### config.mk
export PLATFORM = sky130hd
export DESIGN_NAME = md5_window_sched
export DESIGN_NICKNAME = d
export VERILOG_FILES = /design/src/rtl/md5_pkg.sv /design/src/rtl/md5_msg_pad.sv /design/src/rtl/md5_window_sched.sv
export SDC_FILE = /design/constraint.sdc
export NUM_CORES = 1
export LEC_CHECK = 0
export BUFFER_PORTS_ARGS = -buffer_cell sky130_fd_sc_hd__clkbuf_2
export CORE_AREA = 2 2 592 594
export CTS_CLUSTER_DIAMETER = 30
export DETAILED_ROUTE_END_ITERATION = 7
export DIE_AREA = 0 0 594 596
export PLACE_DENSITY = 0.34
export SLEW_MARGIN = 15
export SYNTH_ARGS = -nofsm -noshare
export SYNTH_HDL_FRONTEND = slang
export SYNTH_HIERARCHICAL = 1
export SYNTH_SLANG_ARGS = --single-unit
### constraint.sdc
create_clock -name clk -period 3.16 [get_ports clk]
set_input_delay 0.632 -clock clk [delete_from_list [all_inputs] [get_ports clk]]
set_output_delay 0.632 -clock clk [all_outputs]
set_load 0.1 [all_outputs]
### src/rtl/md5_pkg.sv
// Shared constants and state encoding for the MD5 window sequencer.
package md5_pkg;

    localparam int STR_LEN = 19;
    localparam int LATENCY = 65;
    localparam int CNT_W   = 7;

    localparam logic [7:0]  PAD_MARKER = 8'h80;
    localparam logic [63:0] MSG_BITS   = 64'(STR_LEN * 8);

    typedef enum logic [2:0] {
        ST_IDLE  = 3'd0,
        ST_FILL  = 3'd1,
        ST_RUN   = 3'd2,
        ST_DRAIN = 3'd3,
        ST_DONE  = 3'd4
    } state_t;

endpackage

### src/rtl/md5_msg_pad.sv
// Builds a single padded 512-bit MD5 block from a STR_LEN-byte window.
module md5_msg_pad
    import md5_pkg::*;
(
    input  logic [STR_LEN*8-1:0] window,
    output logic [511:0]         block
);

    always_comb begin
        block = '0;
        block[511 -: STR_LEN*8]        = window;
        block[511 - 8*STR_LEN -: 8]    = PAD_MARKER;
        // Message bit length, little-endian in bytes 56..63
        for (int unsigned j = 0; j < 8; j++) begin
            block[511 - 8*(56 + j) -: 8] = MSG_BITS[8*j +: 8];
        end
    end

endmodule

### src/rtl/md5_window_sched.sv
// Slides a STR_LEN-byte window over the byte stream, feeds md5core one
// candidate per accepted byte, and latches the first digest match.
module md5_window_sched
    import md5_pkg::*;
(
    input  logic         clk,
    input  logic         reset,
    input  logic         start,
    input  logic [127:0] target,
    input  logic [7:0]   byte_in,
    input  logic         byte_valid,
    input  logic         byte_last,
    output logic         byte_ready,
    output logic         core_en,
    output logic [511:0] core_m,
    output logic         core_valid,
    input  logic [31:0]  core_a,
    input  logic [31:0]  core_b,
    input  logic [31:0]  core_c,
    input  logic [31:0]  core_d,
    input  logic [511:0] core_m_ret,
    input  logic         core_valid_ret,
    output logic         busy,
    output logic         done,
    output logic         match,
    output logic [151:0] match_str,
    output logic [31:0]  match_offset,
    output logic [31:0]  win_count
);

    state_t               state, state_nxt;
    logic [4:0]           fill_cnt;
    logic [STR_LEN*8-1:0] window, window_nxt;
    logic [127:0]         target_r;
    logic [CNT_W-1:0]     inflight;
    logic [31:0]          result_cnt;
    logic [511:0]         padded;
    logic                 accept, issue, last_fill, hit;
    logic                 unused_ret_bits;

    assign unused_ret_bits = ^core_m_ret[511 - 8*STR_LEN:0];

    assign window_nxt = {window[STR_LEN*8-9:0], byte_in};
    assign accept     = byte_valid && byte_ready;
    assign last_fill  = (fill_cnt == 5'(STR_LEN - 1));
    assign issue      = accept && ((state == ST_RUN) || last_fill);
    assign hit        = core_valid_ret && !match &&
                        ({core_a, core_b, core_c, core_d} == target_r);

    md5_msg_pad u_pad (
        .window (window_nxt),
        .block  (padded)
    );

    always_ff @(posedge clk) begin
        if (reset) state <= ST_IDLE;
        else       state <= state_nxt;
    end

    always_comb begin
        state_nxt = state;
        case (state)
            ST_IDLE:  if (start) state_nxt = ST_FILL;
            ST_FILL: begin
                if (accept && byte_last)     state_nxt = ST_DRAIN;
                else if (accept && last_fill) state_nxt = ST_RUN;
            end
            ST_RUN:   if (match || (accept && byte_last)) state_nxt = ST_DRAIN;
            // core_valid still high means one candidate not yet counted in flight
            ST_DRAIN: if (inflight == '0 && !core_valid) state_nxt = ST_DONE;
            ST_DONE:  state_nxt = ST_IDLE;
            default:  state_nxt = ST_IDLE;
        endcase
    end

    always_comb begin
        byte_ready = 1'b0;
        core_en    = (state != ST_IDLE);
        busy       = (state != ST_IDLE);
        done       = (state == ST_DONE);
        case (state)
            ST_FILL: byte_ready = 1'b1;
            ST_RUN:  byte_ready = !match;
            default: byte_ready = 1'b0;
        endcase
    end

    always_ff @(posedge clk) begin
        if (reset) begin
            core_valid   <= 1'b0;
            core_m       <= '0;
            window       <= '0;
            fill_cnt     <= '0;
            target_r     <= '0;
            inflight     <= '0;
            result_cnt   <= '0;
            win_count    <= '0;
            match        <= 1'b0;
            match_str    <= '0;
            match_offset <= '0;
        end else begin
            core_valid <= issue;
            if (issue) core_m <= padded;

            if (state == ST_IDLE && start) begin
                target_r     <= target;
                fill_cnt     <= '0;
                inflight     <= '0;
                result_cnt   <= '0;
                win_count    <= '0;
                match        <= 1'b0;
                match_str    <= '0;
                match_offset <= '0;
            end else begin
                if (accept) begin
                    window <= window_nxt;
                    if (state == ST_FILL && !last_fill) fill_cnt <= fill_cnt + 5'd1;
                end
                if (issue && win_count != '1) win_count <= win_count + 32'd1;

                case ({core_valid, core_valid_ret})
                    2'b10:   inflight <= inflight + CNT_W'(1);
                    2'b01:   inflight <= inflight - CNT_W'(1);
                    default: inflight <= inflight;
                endcase

                if (core_valid_ret) result_cnt <= result_cnt + 32'd1;
                if (hit) begin
                    match        <= 1'b1;
                    match_str    <= core_m_ret[511 -: STR_LEN*8];
                    match_offset <= result_cnt;
                end
            end
        end
    end

endmodule

==> Yosys cells after proc, flatten, opt, wreduce, memory -nomap -nowiden <==
Index checks and enable logic that the tools add are counted.
{ "totals": {"elab_cells": 62, "in_bits": 782, "out_inout_bits": 734, "reg_bits": 693} }
{ "classes": {"mux": 8, "n_addsub": 5, "n_reduce_logical": 23, "n_eq_ne": 13, "bitwise": 1} }
{ "ops": {"columns": ["cell", "n"], "rows": [
  ["$eq 128x128->1", 1],
  ["$add 32x1->32 const B", 2],
  ["$ne 32x32->1 const B", 1],
  ["$mux 3", 5],
  ["$pmux 7 s2", 1],
  ["$pmux 3 s4", 1],
  ["$logic_and 1x1->1", 10],
  ["$add 7x1->7 const B", 1],
  ["$logic_not 7->1", 1],
  ["$sub 7x1->7 const B", 1],
  ["$eq 3x2->1 const B", 2],
  ["$add 5x1->5 const B", 1],
  ["$eq 5x5->1 const B", 1],
  ["$ne 2x2->1 const B", 2],
  ["$reduce_and 2->1", 2],
  ["$reduce_and 4->1", 1],
  ["$eq 3x1->1 const B", 1],
  ["$eq 3x3->1 const B", 1],
  ["$logic_not 1->1", 3],
  ["$logic_not 3->1", 1],
  ["$ne 3x3->1 const B", 1],
  ["$reduce_bool 3->1", 1],
  ["$eq 2x1->1 const B", 1],
  ["$eq 2x2->1 const B", 1],
  ["6 further kinds", 7]
]} }

==> Depth between registers and ports, before layout <==
Gate-level depths: netlist (run 1).
{ "depth": {"depth_word": 7, "depth_mapped": 11} }

==> Hierarchy <==
The synthesis (run 1) kept the hierarchy.
{ "by_module_without_submodules": {"columns": ["module", "cells_per_inst", "n_inst", "area_per_inst_um2", "seq_area_each_um2"], "rows": [
  ["md5_window_sched", 4921, 1, 38953.6, 21000.1],
  ["md5_msg_pad", 514, 1, 3851.2, 0.0]
]} }

==> Worst setup path before layout (run 1) <==
Ideal clock, no wire load.
{ "synth_timing": {"path_type": "flip-flop to flip-flop", "start": "register match", "end": "register window[100]", "n_path_buf": 2, "arrival_time_ns": 3.887, "synth_period_minus_slack_ns": 4.019, "slack_ns": -0.859, "path_stages_with_launch": 8, "path_cell_list": "dfxtp_1 > or3b_2 > a21oi_1 > nand2_1 > clkbuf_1 > clkbuf_1 > nand2_1 > a21oi_1"} }
{ "synth_via": {"elab_chain_len": 4} }
{ "synth_lines": {"columns": ["item", "line_no", "text"], "rows": [
  ["start, declared", "md5_window_sched.sv:25", "output logic match,"],
  ["start signal, assigned", "md5_window_sched.sv:98", "match <= 1'b0;"],
  ["start signal, assigned", "md5_window_sched.sv:111", "match <= 1'b0;"],
  ["start signal, assigned", "md5_window_sched.sv:129", "match <= 1'b1;"],
  ["$logic_not 1->1", "md5_window_sched.sv:83", "ST_RUN: byte_ready = !match;"],
  ["$pmux 1 s2", "md5_window_sched.sv:81", "case (state)"],
  ["named net byte_ready", "md5_window_sched.sv:13", "output logic byte_ready,"],
  ["$logic_and 1x1->1", "md5_window_sched.sv:44", "assign accept = byte_valid && byte_ready;"],
  ["$reduce_and 2->1 (no line)", null, null],
  ["end signal, assigned", "md5_window_sched.sv:116", "window <= window_nxt;"],
  ["end, declared", "md5_window_sched.sv:33", "logic [STR_LEN*8-1:0] window, window_nxt;"]
]} }
The timed path passes the listed nets, and every way through them passes these cells.
A chain may end at the register's enable or synchronous reset.

==> Final worst setup path (run 1) <==
{ "layout_timing": {"start": "register target_r[117]", "end": "register match_str[136]"} }
{ "layout_via": {"elab_chain_len": 2} }
{ "layout_lines": {"columns": ["item", "line_no", "text"], "rows": [
  ["start, declared", "md5_window_sched.sv:34", "logic [127:0] target_r;"],
  ["start signal, assigned", "md5_window_sched.sv:106", "target_r <= target;"],
  ["$eq 128x128->1", "md5_window_sched.sv:48", "({core_a, core_b, core_c, core_d} == target_r);"],
  ["$logic_and 1x1->1", "md5_window_sched.sv:47", "assign hit = core_valid_ret && !match &&"],
  ["end signal, assigned", "md5_window_sched.sv:130", "match_str <= core_m_ret[511 -: STR_LEN*8];"],
  ["end, declared", "md5_window_sched.sv:26", "output logic [151:0] match_str,"]
]} }
No other way between the ends.

==> impl_metrics.py, run 1 <==
metrics = {
    "place": {
        "place_area_mm2": 0.0521,
        "dpl.cell_count": 10833,
        "io_buffers": 1155,
        "gp_congestion": 0.896,
        "place.detailed.hpwl_um": 152000,
    },
    "timing": {
        "hold_ws_ps": 69.0,
        "max_slew_margin_pct": 29.1,
        "fin_crit_ps": 2980,
        "layout_worst_path_cycle_share_pct": 94.4,
        "tightestPinTransition_ps": 1060,
        "setup_viol_count_final": 0,
        "fin_worst_skew_ps": 67.5,
        "hold_viol_final": 0,
        "max_freq_ghz": 0.335,
        "drv_slew": 0,
        "rsz_0062_raised_after_global_routing": "true",
    },
    "critical_path": {
        "worst_r2r_path_depth": 8,
        "worstSetupStartpointType": "flip-flop",
        "critical_path.top_delay_family": "simple AND/OR/NAND/NOR gates",
        "cp_slowest_stage_delay_ps": 760,
        "crit_chain": "nor2b_1 > a2111o_1 > a2111oi_1 > nand4_1 > or4_4 > buf_4 > o21ai_1 > a21oi_1",
        "critPathCaptureType": "flip-flop",
        "worst-path-max-fanout": 22,
        "crit_type": "reg -> reg",
        "worst_path_cell_with_the_longest_stage_delay": "sky130_fd_sc_hd__or4_4",
        "worstPathBufferInverterCount": 1,
        "crit_arrival_ps": 3670,
        "worst_ep_required_time_ps": 3840,
        "path_depth": 8,
    },
    "clock_network": {
        "postCtsSetupBuffers": 0,
        "cts_made_buffers": 312,
        "tritoncts_num_sinks": 1049,
        "root_buffer": "sky130_fd_sc_hd__clkbuf_16",
        "ctsHtreeMaxLevel": 5,
        "ctsLongestPathBuffers": 4,
        "insertion_delay_ps": 870,
        "cts_tree": "yes",
        "clkTransAtPathRegs_ps": 40,
    },
    "detailed_routing": {
        "drc": 0,
        "post_drt_wl_per_cell_um": 17.2,
        "route.vias.total": 40087,
        "route.final.wire_length_um": 200000,
        "first_iter_violations": 2370,
        "detail_route.first_pass.iterations": 5,
        "drtAntennaViolNets": 0,
        "detail_route.vias_per_cell": 3.45,
    },
    "global_routing": {
        "grt_start_max_net_pins": 126,
        "groute.usage.overall_pct": 10.8,
        "wire_length_of_the_first_global_routing_pass_um": 283000,
        "grt_antenna_before_repair": 74,
        "overflow": 0,
        "first_global_vias": 39788,
    },
    "floorplan": {
        "core_area_mm2": 0.348,
        "die_w_um": 594,
        "floorplan.die_area_mm2": 0.354,
        "die-height_um": 596,
        "fp-row-count": 217,
        "floorplan.initialDensity_pct": 12.3,
        "ioPinCount": 1516,
    },
    "cells_and_area": {
        "drive_gt1_share_pct": 26.5,
        "non_filler_cell_area_final_mm2": 0.0649,
        "num-nets-final": 7547,
        "syn_to_final_growth_pct": 51.7,
        "finish.cell_count_without_fillers": 11612,
    },
    "synthesis": {
        "synth-warning-count": 6,
        "synth_seq_area_share_pct": 49.1,
        "synth.cell_area_mm2": 0.0428,
        "synth_top_cells_by_area": "sky130_fd_sc_hd__dfxtp_1 (49%), sky130_fd_sc_hd__nand2_1 (14%), sky130_fd_sc_hd__a21oi_1 (11%), sky130_fd_sc_hd__buf_4 (9.1%), sky130_fd_sc_hd__clkbuf_1 (2.8%)",
        "post_synth_inst_count": 5435,
        "asyncSetResetFlopFracSynth_pct": 0,
        "synth_largest_type_area_fraction_pct": 49.1,
        "synth.distinct_cells": 50,
        "synth_enable_flop_cells": 0,
        "synth_top_area_cell": "sky130_fd_sc_hd__dfxtp_1",
        "yosys_register_bits": 1049,
        "synth_ff_type": "sky130_fd_sc_hd__dfxtp_1",
        "syn_avg_cell_area_um2": 7.88,
    },
    "run": {
        "timing.max_cap.violations": 0,
    },
    "hold_path": {
        "hold_path_cells": 3,
        "min-delay-path-class": "in -> reg",
    },
    "power_and_ir_drop": {
        "leakagePower_nw": 25.3,
        "power.density_cell_area_mw_per_mm2": 731,
        "power.ir.vdd_worst_mv": 0.430,
    },
    "status": {
        "outcome": "completed",
    },
}
==> worst min-delay path: stages <==
cell and delay (ps):
sky130_fd_sc_hd__clkbuf_2 130, sky130_fd_sc_hd__nand2_1 70, sky130_fd_sc_hd__a21oi_1 50
==> registers in the layout, summed over array words and instances (netlist names) <==
name          count
core_m          512
match_str       152
window          144
target_r        128
match_offset     32
result_cnt       32
win_count        32
inflight          7
fill_cnt          5
state             3
core_valid        1
match             1
==> synthesized netlist by cell type (12+ instances only) <==
master                     instances
sky130_fd_sc_hd__nor2_1           90
sky130_fd_sc_hd__nand3_1         210
sky130_fd_sc_hd__nor4_1           23
sky130_fd_sc_hd__xor2_1           64
sky130_fd_sc_hd__inv_1            52
sky130_fd_sc_hd__o21ai_1         160
sky130_fd_sc_hd__and3_1           14
sky130_fd_sc_hd__buf_6            18
sky130_fd_sc_hd__xnor2_1          79
sky130_fd_sc_hd__buf_2            28
sky130_fd_sc_hd__o21ai_0          31
sky130_fd_sc_hd__dfxtp_1        1049
sky130_fd_sc_hd__a2111o_1         12
sky130_fd_sc_hd__nand2_1        1608
sky130_fd_sc_hd__buf_4           518
sky130_fd_sc_hd__nor2b_1          38
sky130_fd_sc_hd__clkbuf_1        322
sky130_fd_sc_hd__a21oi_1         983
sky130_fd_sc_hd__o22ai_1          18
sky130_fd_sc_hd__nand4_1          30
==> placed cells by master, fill, tap and decap left out, drive strengths merged, types with 12 or more instances in the layout <==
| cell | netlist | routed |
|---|---|---|
| a2111o | 12 | 12 |
| a21oi | 983 | 983 |
| and3 | 14 | 14 |
| buf | 569 | 179 |
| bufinv | 0 | 24 |
| clkbuf | 322 | 1586 |
| clkinv | 0 | 83 |
| conb | 2 | 360 |
| dfxtp | 1049 | 1049 |
| diode | 0 | 23 |
| dlygate4sd3 | 0 | 206 |
| inv | 52 | 59 |
| nand2 | 1608 | 1608 |
| nand3 | 210 | 210 |
| nand4 | 30 | 30 |
| nor2 | 90 | 90 |
| nor2b | 38 | 38 |
| nor4 | 24 | 24 |
| o21ai | 191 | 191 |
| o22ai | 18 | 18 |
| xnor2 | 79 | 79 |
| xor2 | 64 | 64 |
==> through the flow <==
stage	util (%)	worst slack, ps	TNS, ps	total power (W)
6_report	18.7	177	0	0.0475
5_1_grt	18.7	-40.5	-52.5	0.0493
4_1_cts	18.6	24.1	0	0.0483
3_5_place_dp	15.0	-258	-34540	0.0163
3_3_place_gp	15.0	-225	-30700	0.0163
2_1_floorplan	-	3.21	0	0.0155
==> cell type report <==
| type | instances | area (um2) |
|---|---|---|
| sequential | 1049 | 21000 |
| clock inverter | 117 | 1660 |
| fill | 39148 | 283000 |
| tap | 4599 | 5750 |
| multi-input combinational | 3801 | 17600 |
| clock buffer | 433 | 9010 |
| inverter | 52 | 195 |
| antenna | 23 | 57.6 |
| timing repair buffer | 1538 | 9660 |
==> logic make-up (layout without fill, tap and decap cells) <==
logic type	after synthesis	after routing	synth area share (%)
flip-flops	1049	1049	49.1
XOR/XNOR	143	143	2.93
AO/OA/AOI/OAI	1227	1227	14.8
buffers and inverters	943	2140	13.2
other	2	383	0.0175
multiplexers	4	4	0.0935
AND/OR/NAND/NOR	2056	2056	19.6
adder cells (fa/ha/maj)	11	11	0.339
==> routing by layer <==
layer	vias to the layer above	track usage (%)	part of all wire, %
met5	-	0	0.16
met4	52	3.30	2.7
met3	372	4.06	8.5
met2	1387	17.9	46
met1	18535	12.8	42
li1	19741	-	-
==> path summary, 6_finish.rpt <==
| path | start | slack [ps] | endpoint |
|---|---|---|---|
| worst min-delay path | target[1] | 70 | target_r[1] |
| worst min register to register | window[60] | 440 | window[68] |
| worst max-delay path | target_r[117] | 180 | match_str[136] |
| worst max register to register | target_r[117] | 180 | match_str[136] |
==> timing repair <==
action / CTS / global route
endpoints found under the setup margin: 7 / 25
gates cloned: 0 / 0
resized for setup: 3 / 2
hold buffers: 206 / 0
hold endpoints to repair: 210 / 0
pin swaps: 0 / 0
==> power breakdown <==
part	switching [W]	internal, W
logic	0.00169	0.000833
registers	0.000217	0.0135
clock network	0.00954	0.0217
(Power assumes the default switching activity.)
==> inputs of run 2 (changes only) <==
--- a/config.mk
+++ b/config.mk
@@ -11,6 +11,7 @@
 export DETAILED_ROUTE_END_ITERATION = 7
 export DIE_AREA = 0 0 594 596
 export PLACE_DENSITY = 0.34
+export SETUP_SLACK_MARGIN = 0.2
 export SLEW_MARGIN = 15
 export SYNTH_ARGS = -nofsm -noshare
 export SYNTH_HDL_FRONTEND = slang
==> impl_metrics.py, run 2 (synthesis gave the netlist of run 1 again) <==
metrics = {
    "place": {
        "place.detailed.hpwl_um": 154000,
        "detailedPlace.worstSlack_ps": -282,
        "io_buffers": 1155,
        "place_area_mm2": 0.0521,
        "gp_congestion": 0.888,
    },
    "critical_path": {
        "worstSetupStartpointType": "flip-flop",
        "crit_type": "reg -> reg",
        "worst_ep_required_time_ps": 3910,
        "crit_arrival_ps": 3720,
        "crit_chain": "xor2_1 > nor4_2 > nand4_1 > buf_6 > or3_4 > buf_6 > nor4_4 > buf_4 > clkbuf_16 > buf_6 > nand3_1 > a21oi_1",
        "worst-path-max-fanout": 21,
        "critPathCaptureType": "flip-flop",
        "cp_slowest_stage_delay_ps": 360,
        "most_used_cell_cp": "sky130_fd_sc_hd__buf_6",
        "worst_path_cell_with_the_longest_stage_delay": "sky130_fd_sc_hd__dfxtp_4",
    },
    "global_routing": {
        "overflow": 0,
        "grt_start_max_net_pins": 177,
        "grt_util_met2_pct": 18.5,
        "first_global_vias": 39707,
        "grt_antenna_before_repair": 73,
        "globalRoute.busiestLayer": "met2",
        "groute.usage.overall_pct": 11.0,
        "global_route.usage.met1_pct": 12.7,
        "use_met3_pct": 3.93,
        "wire_length_of_the_first_global_routing_pass_um": 286000,
    },
    "timing": {
        "hold_viol_final": 0,
        "worst_path_setup_slack_after_routing_ps": 183,
        "drv_slew": 0,
        "setup_viol_count_final": 0,
        "max_freq_ghz": 0.336,
        "final.setup.tns_ps": 0,
        "fin_worst_skew_ps": 85.1,
        "fin_crit_ps": 2980,
        "rsz_0062_raised_after_global_routing": "true",
        "max_slew_margin_pct": 24.0,
        "layout_worst_path_cycle_share_pct": 94.2,
        "hold_ws_ps": 74.5,
        "tightestPinTransition_ps": 1140,
    },
    "clock_network": {
        "root_buffer": "sky130_fd_sc_hd__clkbuf_16",
        "ctsHtreeMaxLevel": 5,
        "clkTransAtPathRegs_ps": 40,
        "cts_made_buffers": 320,
        "insertion_delay_ps": 870,
        "ctsLongestPathBuffers": 4,
        "cts_tree": "yes",
        "tritoncts_num_sinks": 1049,
    },
    "floorplan": {
        "fp-row-count": 217,
        "die_w_um": 594,
        "die-height_um": 596,
        "ioPinCount": 1516,
        "core_area_mm2": 0.348,
        "floorplan.die_area_mm2": 0.354,
        "floorplan.initialDensity_pct": 12.3,
    },
    "cells_and_area": {
        "non_filler_cell_area_final_mm2": 0.0661,
        "largest_reg_flops": 512,
        "utilization_pct": 19.0,
        "final_common_cell": "sky130_fd_sc_hd__nand2_1",
        "largest_registers": "core_m x512, match_str x152, window x144",
        "final_cell_mix": "sky130_fd_sc_hd__nand2_1 (1605), sky130_fd_sc_hd__clkbuf_2 (1150), sky130_fd_sc_hd__dfxtp_1 (1036), sky130_fd_sc_hd__a21oi_1 (960), sky130_fd_sc_hd__conb_1 (360)",
        "regMostFlops": "core_m",
        "drive_gt1_share_pct": 27.5,
        "syn_to_final_growth_pct": 54.5,
        "num-nets-final": 7571,
    },
    "power_and_ir_drop": {
        "leakagePower_nw": 25.6,
        "power.density_cell_area_mw_per_mm2": 736,
        "power.ir.vdd_worst_mv": 0.441,
    },
    "run": {
        "timing.max_cap.violations": 0,
    },
    "detailed_routing": {
        "drc": 0,
        "route.final.wire_length_um": 205000,
        "post_drt_wl_per_cell_um": 17.6,
        "first_iter_violations": 2503,
        "route.vias.total": 40418,
        "detail_route.first_pass.iterations": 6,
        "drtAntennaViolNets": 0,
        "detail_route.vias_per_cell": 3.47,
    },
    "status": {
        "outcome": "completed",
    },
    "hold_path": {
        "min-delay-path-class": "in -> reg",
    },
}
==> run 2: changes by cell type in the layout (fill, tap and decap cells not counted), moves of 12 or more <==
cell / delta
sky130_fd_sc_hd__a21oi_1: -22
sky130_fd_sc_hd__a21oi_2: +22
sky130_fd_sc_hd__buf_4: -20
sky130_fd_sc_hd__clkbuf_1: +14
sky130_fd_sc_hd__clkbuf_16: +15
sky130_fd_sc_hd__dfxtp_1: -12
sky130_fd_sc_hd__dfxtp_2: +12
sky130_fd_sc_hd__nand3_1: -23
sky130_fd_sc_hd__nand3_2: +14
==> run 2: path summary, 6_finish.rpt <==
| check | startpoint | to | slack [ps] | cells after the start |
|---|---|---|---|---|
| min reg2reg | window[62] | window[70] | 440 | 2 |
| max reg2reg | target_r[119] | match_str[101] | 180 | 12 |
| max | target_r[119] | match_str[101] | 180 | 12 |
| min | target[119] | target_r[119] | 70 | 3 |
==> run 2: layer usage <==
metal / wire [um] / up-vias / part of all wire, %
li1: - / 19825 / -
met1: 83300 / 18717 / 41
met2: 97600 / 1437 / 47
met3: 16900 / 405 / 8.2
met4: 7490 / 34 / 3.6
met5: 218 / - / 0.11
==> run 2: power breakdown <==
group          total, W  switching (W)  internal [W]
sequential       0.0137       0.000210        0.0135
clock            0.0324        0.00973        0.0227
combinational   0.00257        0.00172      0.000848
==> run 2: through the flow <==
step | total power, W | cells
detailed placement | 0.0162 | 10819
finish | 0.0487 | 11655
floorplan | 0.0155 | 5793
global placement | 0.0162 | 10819
global route | 0.0505 | 11642
CTS | 0.0495 | 11606
==> run 2: layout make-up <==
type / count / area, um2
multi-input combinational: 3801 / 17900
inverter: 52 / 195
clock inverter: 120 / 1850
antenna: 29 / 72.6
clock buffer: 451 / 9200
fill: 39116 / 282000
sequential: 1049 / 21000
tap: 4599 / 5750
timing repair buffer: 1554 / 10100
==> run 2: critical path, delay by kind of cell (launching register included) <==
family / cells / cell delay (ps)
compound gates: 1 / 200
simple gates: 5 / 1210
flops: 1 / 360
buf+inv: 5 / 910
xor+xnor: 1 / 170
==> run 2: what timing repair did <==
item / in CTS / in global routing
cloned: 0 / 8
hold buffers: 213 / 1
endpoints found under the hold margin: 216 / 1
setup buffers: 3 / 11
endpoints found under the setup margin: 174 / 105
pin swaps: 6 / 36
resized for setup: 20 / 99
==> inputs of run 3 (changes only) <==
--- a/config.mk
+++ b/config.mk
@@ -6,11 +6,13 @@
 export NUM_CORES = 1
 export LEC_CHECK = 0
 export BUFFER_PORTS_ARGS = -buffer_cell sky130_fd_sc_hd__clkbuf_2
-export CORE_AREA = 2 2 592 594
+export CELL_PAD_IN_SITES_DETAIL_PLACEMENT = 0
+export CELL_PAD_IN_SITES_GLOBAL_PLACEMENT = 2
+export CORE_AREA = 2 2 595 597
 export CTS_CLUSTER_DIAMETER = 30
 export DETAILED_ROUTE_END_ITERATION = 7
-export DIE_AREA = 0 0 594 596
-export PLACE_DENSITY = 0.34
+export DIE_AREA = 0 0 597 599
+export PLACE_DENSITY = 0.48
 export SETUP_SLACK_MARGIN = 0.2
 export SLEW_MARGIN = 15
 export SYNTH_ARGS = -nofsm -noshare
==> impl_metrics.py, run 3 (synthesis gave the netlist of run 1 again) <==
metrics = {
    "floorplan": {
        "die-height_um": 599,
        "floorplan.initialDensity_pct": 12.2,
        "ioPinCount": 1516,
        "fp-row-count": 218,
        "core_area_mm2": 0.351,
        "die_w_um": 597,
        "floorplan.die_area_mm2": 0.358,
    },
    "power_and_ir_drop": {
        "clock_power_share_pct": 68.6,
        "power.density_cell_area_mw_per_mm2": 774,
        "p_sw_w": 0.0125,
        "leakagePower_nw": 26.3,
        "gate_power_share_pct": 5.1,
        "internal_power_w": 0.0394,
        "power.sequential.fraction_pct": 26.4,
        "power.ir.vdd_worst_mv": 0.397,
        "switching_share_pct": 24.1,
        "power_w": 0.0519,
    },
    "cells_and_area": {
        "finish.cell_count_without_fillers": 11748,
        "largest_registers": "core_m x512, match_str x152, window x144",
        "num-nets-final": 7603,
        "syn_to_final_growth_pct": 56.7,
        "final_common_cell": "sky130_fd_sc_hd__nand2_1",
        "largest_reg_flops": 512,
        "drive_gt1_share_pct": 27.5,
        "regMostFlops": "core_m",
        "final_cell_mix": "sky130_fd_sc_hd__nand2_1 (1604), sky130_fd_sc_hd__clkbuf_2 (1149), sky130_fd_sc_hd__dfxtp_1 (1036), sky130_fd_sc_hd__a21oi_1 (981), sky130_fd_sc_hd__clkbuf_16 (373)",
    },
    "global_routing": {
        "overflow": 0,
        "first_global_vias": 40338,
        "wire_length_of_the_first_global_routing_pass_um": 306000,
        "grt_antenna_before_repair": 69,
        "grt_start_max_net_pins": 135,
        "groute.usage.overall_pct": 11.8,
    },
    "timing": {
        "layout_worst_path_cycle_share_pct": 89.7,
        "setup_viol_count_final": 0,
        "max_freq_ghz": 0.353,
        "hold_ws_ps": 73.6,
        "tightestPinTransition_ps": 1100,
        "max_slew_margin_pct": 26.8,
        "rsz_0062_raised_after_global_routing": "true",
        "fin_worst_skew_ps": 88.4,
        "drv_slew": 0,
        "hold_viol_final": 0,
        "fin_crit_ps": 2830,
    },
    "critical_path": {
        "worstSetupStartpointType": "flip-flop",
        "worstPathBufferInverterCount": 3,
        "cp_slowest_stage_delay_ps": 480,
        "crit_arrival_ps": 3620,
        "critical_path.top_delay_family": "simple AND/OR/NAND/NOR gates",
        "worst-path-max-fanout": 23,
        "crit_chain": "nor2b_1 > a2111o_1 > nor4_1 > nand4_1 > nor3_4 > buf_12 > buf_16 > bufbuf_16 > nand3_1 > a21oi_1",
        "critPathCaptureType": "flip-flop",
        "worst_ep_required_time_ps": 3950,
        "worst_path_cell_with_the_longest_stage_delay": "sky130_fd_sc_hd__a2111o_1",
        "crit_type": "reg -> reg",
    },
    "clock_network": {
        "insertion_delay_ps": 910,
        "clkTransAtPathRegs_ps": 40,
        "cts_made_buffers": 363,
        "tritoncts_num_sinks": 1049,
        "root_buffer": "sky130_fd_sc_hd__clkbuf_16",
        "ctsLongestPathBuffers": 4,
        "cts_tree": "yes",
        "ctsHtreeMaxLevel": 5,
    },
    "detailed_routing": {
        "first_iter_violations": 2249,
        "detail_route.first_pass.iterations": 7,
        "detail_route.vias_per_cell": 3.45,
        "post_drt_wl_per_cell_um": 19.0,
        "drc": 0,
        "route.final.wire_length_um": 223000,
        "drtAntennaViolNets": 0,
        "route.vias.total": 40560,
    },
    "place": {
        "dpl.cell_count": 10829,
        "io_buffers": 1155,
        "place.detailed.hpwl_um": 165000,
        "gp_congestion": 0.853,
    },
    "run": {
        "timing.max_cap.violations": 0,
    },
    "status": {
        "outcome": "completed",
    },
    "hold_path": {
        "min-delay-path-class": "in -> reg",
    },
}
-- run 3: cell count changes in the layout (fill, tap and decap cells not counted), moves of 9 or more --
cell / delta
sky130_fd_sc_hd__clkinv_2: +25
sky130_fd_sc_hd__a21oi_2: -21
sky130_fd_sc_hd__clkbuf_16: +43
sky130_fd_sc_hd__a21oi_1: +21
sky130_fd_sc_hd__nand3_1: +18
sky130_fd_sc_hd__clkbuf_1: +15
sky130_fd_sc_hd__bufinv_16: -9
sky130_fd_sc_hd__diode_2: -11
sky130_fd_sc_hd__nand3_4: -9
sky130_fd_sc_hd__nand3_2: -9
sky130_fd_sc_hd__clkbuf_8: +25
-- run 3: path summary, 6_finish.rpt --
| kind | start | slack [ps] | to | cells after the start |
|---|---|---|---|---|
| worst max-delay path | target_r[75] | 330 | match_str[20] | 10 |
| worst max register to register | target_r[75] | 330 | match_str[20] | 10 |
| worst min-delay path | target[98] | 70 | target_r[98] | 3 |
| worst min register to register | core_m[217] | 450 | core_m[217] | 2 |
-- run 3: cell type report --
cell class                      count  area (um2)
Timing Repair Buffer             1543        9960
Multi-Input combinational cell   3801       17700
Tap cell                         4620        5780
Inverter                           52         199
Fill cell                       39581      284000
Sequential cell                  1049       21000
Clock buffer                      537       10700
Clock inverter                    128        1650
Antenna cell                       18        45.0
-- run 3: worst min-delay path: stages --
cell and delay [ps]:
sky130_fd_sc_hd__clkbuf_2 90, sky130_fd_sc_hd__nand2_1 110, sky130_fd_sc_hd__a21oi_1 70
-- run 3: power groups by stage --
stage | Sequential (W) | Clock (W) | Combinational, W
floorplan | 0.0141 | 0 | 0.00140
detailed placement | 0.0139 | 0 | 0.00240
global placement | 0.0139 | 0 | 0.00240
CTS | 0.0137 | 0.0365 | 0.00269
finish | 0.0137 | 0.0356 | 0.00263
global route | 0.0137 | 0.0374 | 0.00287
-- run 3: through the flow --
| step | util, % | TNS [ps] | cell area (um2) | setup WS, ps |
|---|---|---|---|---|
| after floorplan | - | 0 | 44200 | 210 |
| after global placement | 14.8 | -21730 | 51900 | -220 |
| after detailed placement | 14.8 | -26610 | 51900 | -252 |
| after CTS | 19.0 | 0 | 66700 | 160 |
| after global routing | 19.1 | 0 | 67000 | 174 |
| final | 19.1 | 0 | 67100 | 325 |
-- run 3: per-layer routing --
metal / GRT usage (%) / part of all wire [%] / vias to the layer above
met5: 0 / 0.11 / -
met4: 4.24 / 3.1 / 40
met3: 4.73 / 9.2 / 415
met2: 19.8 / 48 / 1418
met1: 13.5 / 40 / 18774
li1: - / - / 19913
-- run 3: repair_timing --
item	CTS	global route
hold buffers	220	0
cloned	1	6
gates resized for setup	26	27
pin swaps	5	4
endpoints found under the hold margin	227	0
setup buffers	3	6
setup endpoints to repair	189	183
